**src/rtl/crp16_step_controller.sv**
```systemverilog
// CRP16 single-step / free-run clock-enable controller.
// Debounced pushbutton stepping, divided free-run, halt handling.
module crp16_step_controller #(
  parameter int unsigned DEBOUNCE_CYCLES = 500000,
  parameter int unsigned RUN_DIV         = 5000000
) (
  input  logic        i_clock,
  input  logic        i_reset,
  input  logic        i_key_n,
  input  logic        i_run_sw,
  input  logic        i_halt,
  output logic        o_step_en,
  output logic        o_running,
  output logic        o_halted,
  output logic [15:0] o_step_count
);

  localparam int DBW = $clog2(DEBOUNCE_CYCLES);
  localparam int DVW = $clog2(RUN_DIV);

  typedef enum logic [1:0] {
    ST_STOPPED,
    ST_RUN,
    ST_HALTED
  } state_t;

  state_t         r_state;
  state_t         w_state_nxt;
  logic           r_key_s1;
  logic           r_key_s2;
  logic           r_rs_s1;
  logic           r_rs_s2;
  logic           r_key_db;
  logic           r_key_db_d;
  logic [DBW-1:0] r_db_cnt;
  logic [DVW-1:0] r_div;
  logic [DVW-1:0] w_div_nxt;
  logic           r_step_en;
  logic           w_step_nxt;
  logic           r_running;
  logic           r_halted;
  logic [15:0]    r_step_count;
  logic           w_press;
  logic           w_db_tc;

  assign w_db_tc = (r_db_cnt == DBW'(DEBOUNCE_CYCLES - 1));
  assign w_press = r_key_db_d & ~r_key_db;

  always_ff @(posedge i_clock) begin
    if (i_reset) begin
      r_key_s1   <= 1'b1;
      r_key_s2   <= 1'b1;
      r_rs_s1    <= 1'b0;
      r_rs_s2    <= 1'b0;
      r_key_db   <= 1'b1;
      r_key_db_d <= 1'b1;
      r_db_cnt   <= '0;
    end else begin
      r_key_s1   <= i_key_n;
      r_key_s2   <= r_key_s1;
      r_rs_s1    <= i_run_sw;
      r_rs_s2    <= r_rs_s1;
      r_key_db_d <= r_key_db;
      if (r_key_s2 == r_key_db) begin
        r_db_cnt <= '0;
      end else if (w_db_tc) begin
        r_key_db <= r_key_s2;
        r_db_cnt <= '0;
      end else begin
        r_db_cnt <= r_db_cnt + 1'b1;
      end
    end
  end

  // halt outranks everything; leaving RUN always zeroes the divider
  always_comb begin
    w_state_nxt = r_state;
    w_step_nxt  = 1'b0;
    w_div_nxt   = '0;
    unique case (r_state)
      ST_STOPPED: begin
        if (i_halt)
          w_state_nxt = ST_HALTED;
        else if (r_rs_s2)
          w_state_nxt = ST_RUN;
        else if (w_press)
          w_step_nxt = 1'b1;
      end
      ST_RUN: begin
        if (i_halt)
          w_state_nxt = ST_HALTED;
        else if (!r_rs_s2)
          w_state_nxt = ST_STOPPED;
        else if (r_div == DVW'(RUN_DIV - 1))
          w_step_nxt = 1'b1;
        else
          w_div_nxt = r_div + 1'b1;
      end
      ST_HALTED: begin
        if (!r_rs_s2)
          w_state_nxt = ST_STOPPED;
      end
      default: w_state_nxt = ST_STOPPED;
    endcase
  end

  always_ff @(posedge i_clock) begin
    if (i_reset) begin
      r_state      <= ST_STOPPED;
      r_div        <= '0;
      r_step_en    <= 1'b0;
      r_running    <= 1'b0;
      r_halted     <= 1'b0;
      r_step_count <= 16'h0000;
    end else begin
      r_state   <= w_state_nxt;
      r_div     <= w_div_nxt;
      r_step_en <= w_step_nxt;
      r_running <= (w_state_nxt == ST_RUN);
      r_halted  <= (w_state_nxt == ST_HALTED);
      if (r_step_en)
        r_step_count <= r_step_count + 16'd1;
    end
  end

  assign o_step_en    = r_step_en;
  assign o_running    = r_running;
  assign o_halted     = r_halted;
  assign o_step_count = r_step_count;

endmodule

```
**config.mk**
```make
export PLATFORM = sky130hd
export DESIGN_NAME = crp16_step_controller
export DESIGN_NICKNAME = d
export VERILOG_FILES = /design/src/rtl/crp16_step_controller.sv
export SDC_FILE = /design/constraint.sdc
export NUM_CORES = 1
export LEC_CHECK = 0
export CAP_MARGIN = 20
export CELL_PAD_IN_SITES_DETAIL_PLACEMENT = 1
export CELL_PAD_IN_SITES_GLOBAL_PLACEMENT = 1
export CORE_ASPECT_RATIO = 1.2
export CORE_MARGIN = 4
export CORE_UTILIZATION = 38
export CTS_CLUSTER_DIAMETER = 50
export DETAILED_ROUTE_END_ITERATION = 12
export HOLD_SLACK_MARGIN = 0.1
export PLACE_DENSITY = 0.8
export SYNTH_ARGS = -nofsm -noshare
export SYNTH_HDL_FRONTEND = slang
export SYNTH_SLANG_ARGS = --single-unit
```
**constraint.sdc**
```tcl
create_clock -name i_clock -period 2.34 [get_ports i_clock]
set_clock_uncertainty 0.1 [all_clocks]
set_input_delay 0.468 -clock i_clock [delete_from_list [all_inputs] [get_ports i_clock]]
set_output_delay 0.468 -clock i_clock [all_outputs]
set_load 0.01 [all_outputs]
```
==> Word-level counts from Yosys, hierarchy flattened <==
Index checks and enable logic that the tools add are counted.
W data, S select, Z words.
{ "word_totals": {"reg_bits": 69, "out_inout_bits": 19, "input_bits": 5} }
{ "op_classes": {"n_addsub": 3, "n_reduce_logical": 4, "mux": 12, "bitwise": 5, "n_eq_ne": 7} }
{ "op_table": {"columns": ["op", "n"], "rows": [
  ["$add A23 B1 Y23 const B", 1],
  ["$eq A23 B23 Y1 const B", 1],
  ["$add A19 B1 Y19 const B", 1],
  ["$eq A19 B19 Y1 const B", 1],
  ["$add A16 B1 Y16 const B", 1],
  ["$mux W2", 4],
  ["$mux W1", 6],
  ["$pmux W2 S3", 1],
  ["$reduce_or A5 Y1", 1],
  ["$eq A2 B1 Y1 const B", 2],
  ["$eq A2 B2 Y1 const B", 2],
  ["$not A1 Y1", 4],
  ["$reduce_or A3 Y1", 1],
  ["$logic_not A2 Y1", 1],
  ["$pmux W1 S2", 1],
  ["$reduce_and A2 Y1", 1],
  ["$and A1 B1 Y1", 1],
  ["$eq A1 B1 Y1", 1]
]} }

==> Longest topological paths before layout <==
Gate-level depths: netlist of run 1.
{ "logic_depth": {"depth_word": 6, "ltp_mapped": 7} }

==> Worst setup path after synthesis of run 1 <==
No wires, ideal clock.
{ "synth_path": {"kind": "register -> register", "start": "register r_div[2]", "end": "register r_div[19]", "synth_period_minus_slack_ns": 1.883, "t_arrival_ns": 1.716, "required_ns": 2.173, "stages_incl_launch_ff": 6, "slack_ns": 0.457, "path_buffers": 1, "cell_sequence": "dfxtp_1 nand4_4 or4_1 buf_2 or3_1 a21oi_2"} }
{ "synth_between": {"elab_chain_cells": 2} }
{ "synth_rtl": {"columns": ["item", "line_no", "text"], "rows": [
  ["start, declared", "36", "logic [DVW-1:0] r_div;"],
  ["start signal, assigned", "117", "r_div <= w_div_nxt;"],
  ["branches (longest 2 deep; another with $add A23 B1 Y23)", null, null]
]} }
Parallel ways; which one is timed is not known.
A chain may end at the register's enable or synchronous reset.

==> Worst setup path in the final report of run 1 <==
{ "layout_path": {"start": "register r_db_cnt[10]", "end": "register r_db_cnt[6]"} }
{ "layout_between": {"elab_chain_cells": 2} }
{ "layout_rtl": {"columns": ["item", "line_no", "text"], "rows": [
  ["start, declared", "35", "logic [DBW-1:0] r_db_cnt;"],
  ["start signal, assigned", "70", "r_db_cnt <= r_db_cnt + 1'b1;"],
  ["$eq A19 B19 Y1", "46", "assign w_db_tc = (r_db_cnt == DBW'(DEBOUNCE_CYCLES - 1));"],
  ["$reduce_or A3 Y1 (no source line)", null, null]
]} }
No other way between the ends.

==> results.ini, run 1 <==
[logic_synthesis]
syn_inst=334
syn-num-nets=342
yosys_warnings=0
synth.distinct_cells=41
synth.avg_cell_area_sq_um=8.90
ys_seq_area_frac=0.465
synth_seq_cells=69
syn-cell-area_sq_mm=0.00297

[routing]
drt-wirelength-per-cell_um=14.3
totalWireLength_um=6570
ant_nets=0
via_per_inst=5.36
vias=2464
drc=0
drt-initial-drc-count=97
first_pass_iters=4

[power_and_ir_drop]
ir_drop_mv=0.318
p_per_area_mw_per_mm2=599
power_mw=2.10
p_leak_nw=1.12

[floorplanning]
start_util=0.388
die_w_um=88.7
die_area_sq_mm=0.00930
top_level_ports=24
die_h_um=105
coreArea_sq_mm=0.00766
row_count=35

[setup_path]
rrSetupSlack_ns=0.17
end_kind=flip-flop
crit_type=reg2reg
critPathMaxFanout=17
r2r_cells=4
timing.rr.end=r_db_cnt[6]
rr_startpoint=r_db_cnt[10]
worst_ep_required_time_ns=2.45
arrival_ns=2.28
cp-start-kind=flip-flop

[grt]
antenna_found_initial=0
grt_usage=0.158
first_global_vias=2532
grt_pass1_wl_um=11700
grt-ovfl-total=0
grt_max_degree=29

[clock_network]
clock-sinks=69
hold_buffers=0
root_buffer=clkbuf_8
path_clk_slew_ns=0.08
cts_tree=yes
cts_buffers=9
post_cts_resize_count=0
clockBufferDepth=2
cts-htree-levels=3
clk_latency_ns=0.34
cts_setup_buffers=0

[layout]
syn_to_final_growth_pct=17.9
final_nets=371
antenna_cells=0
drive_gt1_frac=0.0897
design_area_sq_mm=0.00350
post-route-util=0.457
fill_cells=900

[placed_design]
gp_congestion=0.755
port_buffers=23
hpwl_um=4780
post_dp_cell_area_sq_mm=0.00331

[sta]
period_needed_ns=2.17
rsz0062_at_grt=false
finalHoldViolCount=0
maxSlewHeadroom=0.641
max_freq_ghz=0.462
hold_slack_ns=0.317
final_max_slew_viol_count=0
fin_tns_setup_ns=0
setup_viol_count_final=0
max_slew.worst_pin.slew_ns=0.538
min_period_over_period=0.926

[min_path]
min_to=r_key_s2
hold_start=r_key_s1
hp-class=reg2reg
whs_path_depth=1

[job]
drv_cap=0

[outcome]
outcome=finished, final reports clean

-- stage by stage --
step	std cells	setup WS, ns
after floorplan	334	0.457
after detailed placement	444	0.158
after global routing	460	0.0337
final	460	0.173
after CTS	460	0.118
after global placement	444	0.227
-- Yosys cell counts (all sizes together) --
cell	number	area share
nand2	16	0.020
a211oi	1	0.0025
clkbuf	4	0.0051
a21oi	18	0.032
inv	9	0.011
a31o	1	0.0029
nand2b	3	0.0063
dfxtp	69	0.46
mux2i	1	0.0034
o31ai	5	0.013
a211o	1	0.0029
nor2	45	0.057
nor4	7	0.015
nand3b	2	0.0051
nor2b	4	0.0084
or2	4	0.0084
a21o	1	0.0025
buf	6	0.0093
nand4	13	0.035
xor2	20	0.059
and3b	1	0.0029
or4	8	0.020
mux2	2	0.0076
and3	9	0.019
nand4b	1	0.0029
or3	13	0.028
xnor2	16	0.047
nand3	25	0.042
ha	3	0.013
o21ai	11	0.019
nor4b	2	0.0059
nor3	6	0.010
or4b	1	0.0034
and2	1	0.0021
and4	5	0.015
-- layout by cell type, fill, tap and decap left out, types with 9 or more instances in the layout --
cell	Yosys	routed
dfxtp_1	69	69
nor2_1	45	45
nand3_1	25	25
clkdlybuf4s50_1	0	23
xor2_1	20	20
a21oi_1	17	17
nand2_1	16	16
xnor2_1	16	16
or3_1	12	12
nand4_1	11	11
o21ai_0	11	11
clkbuf_8	0	10
inv_1	9	9
-- final cells by class --
cell class | instances | area [sq um] | area share
Multi-Input combinational cell | 246 | 1520 | 0.434
Sequential cell | 69 | 1380 | 0.394
Timing Repair Buffer | 28 | 268 | 0.0764
Clock buffer | 10 | 138 | 0.0393
Tap cell | 92 | 115 | 0.0328
Clock inverter | 6 | 46.3 | 0.0132
Inverter | 9 | 33.8 | 0.00964
-- flip-flops by register name, summed over array words and instances (netlist names) --
name / flops
r_div: 23
r_db_cnt: 19
o_running: 1
o_step_en: 1
r_rs_s1: 1
o_halted: 1
r_key_db_d: 1
r_rs_s2: 1
o_step_count: 16
r_key_db: 1
r_key_s1: 1
r_key_s2: 1
r_state: 2
-- layer usage --
layer | wire length [um] | GRT usage | share of wire
met5 | 0 | 0 | 0
met4 | 183 | 0.0691 | 0.028
met2 | 3330 | 0.266 | 0.51
met1 | 2840 | 0.181 | 0.43
met3 | 214 | 0.0442 | 0.033
-- cell families after synthesis --
family                   count (synthesis)  synth area share
XOR/XNOR                                36             0.106
AO/OA/AOI/OAI                           38            0.0737
flip-flops                              69             0.465
AND/OR/NAND/NOR                        166             0.306
adder cells (fa/ha/maj)                  3            0.0126
buffers and inverters                   19            0.0257
multiplexers                             3            0.0109
-- critical path, stage by stage, from the launching register on --
cell,delay [ns]
dfxtp_1,0.34
or4b_1,0.55
nor4_1,0.38
a21o_1,0.54
nor2_1,0.12
-- worst max path at each step --
stage                  end          from  depth (start not counted)  slack, ns
2_1_floorplan    r_div[19]      r_div[2]                          5       0.46
3_3_place_gp      r_div[2]      r_div[1]                          5       0.23
3_5_place_dp     r_div[16]        i_halt                          5       0.16
4_1_cts        r_db_cnt[6]  r_db_cnt[10]                          4       0.12
5_1_grt          r_div[11]      r_div[1]                          5       0.03
6_report       r_db_cnt[6]  r_db_cnt[10]                          4       0.17
-- power breakdown --
| part | total (mW) | internal (mW) | switching [mW] |
|---|---|---|---|
| Clock | 0.884 | 0.420 | 0.464 |
| Sequential | 1.18 | 1.18 | 0.00404 |
| Combinational | 0.0315 | 0.0148 | 0.0167 |
| Total | 2.10 | 1.61 | 0.484 |
Note: power is estimated with default switching activity, not from simulation.
==> run 2, diff against run 1 <==
CAP_MARGIN = 25   (was 20)
CTS_CLUSTER_SIZE = 30   (was not set)
==> results of run 2 <==
Final layout, timing and power as in run 1 (identical DEF).
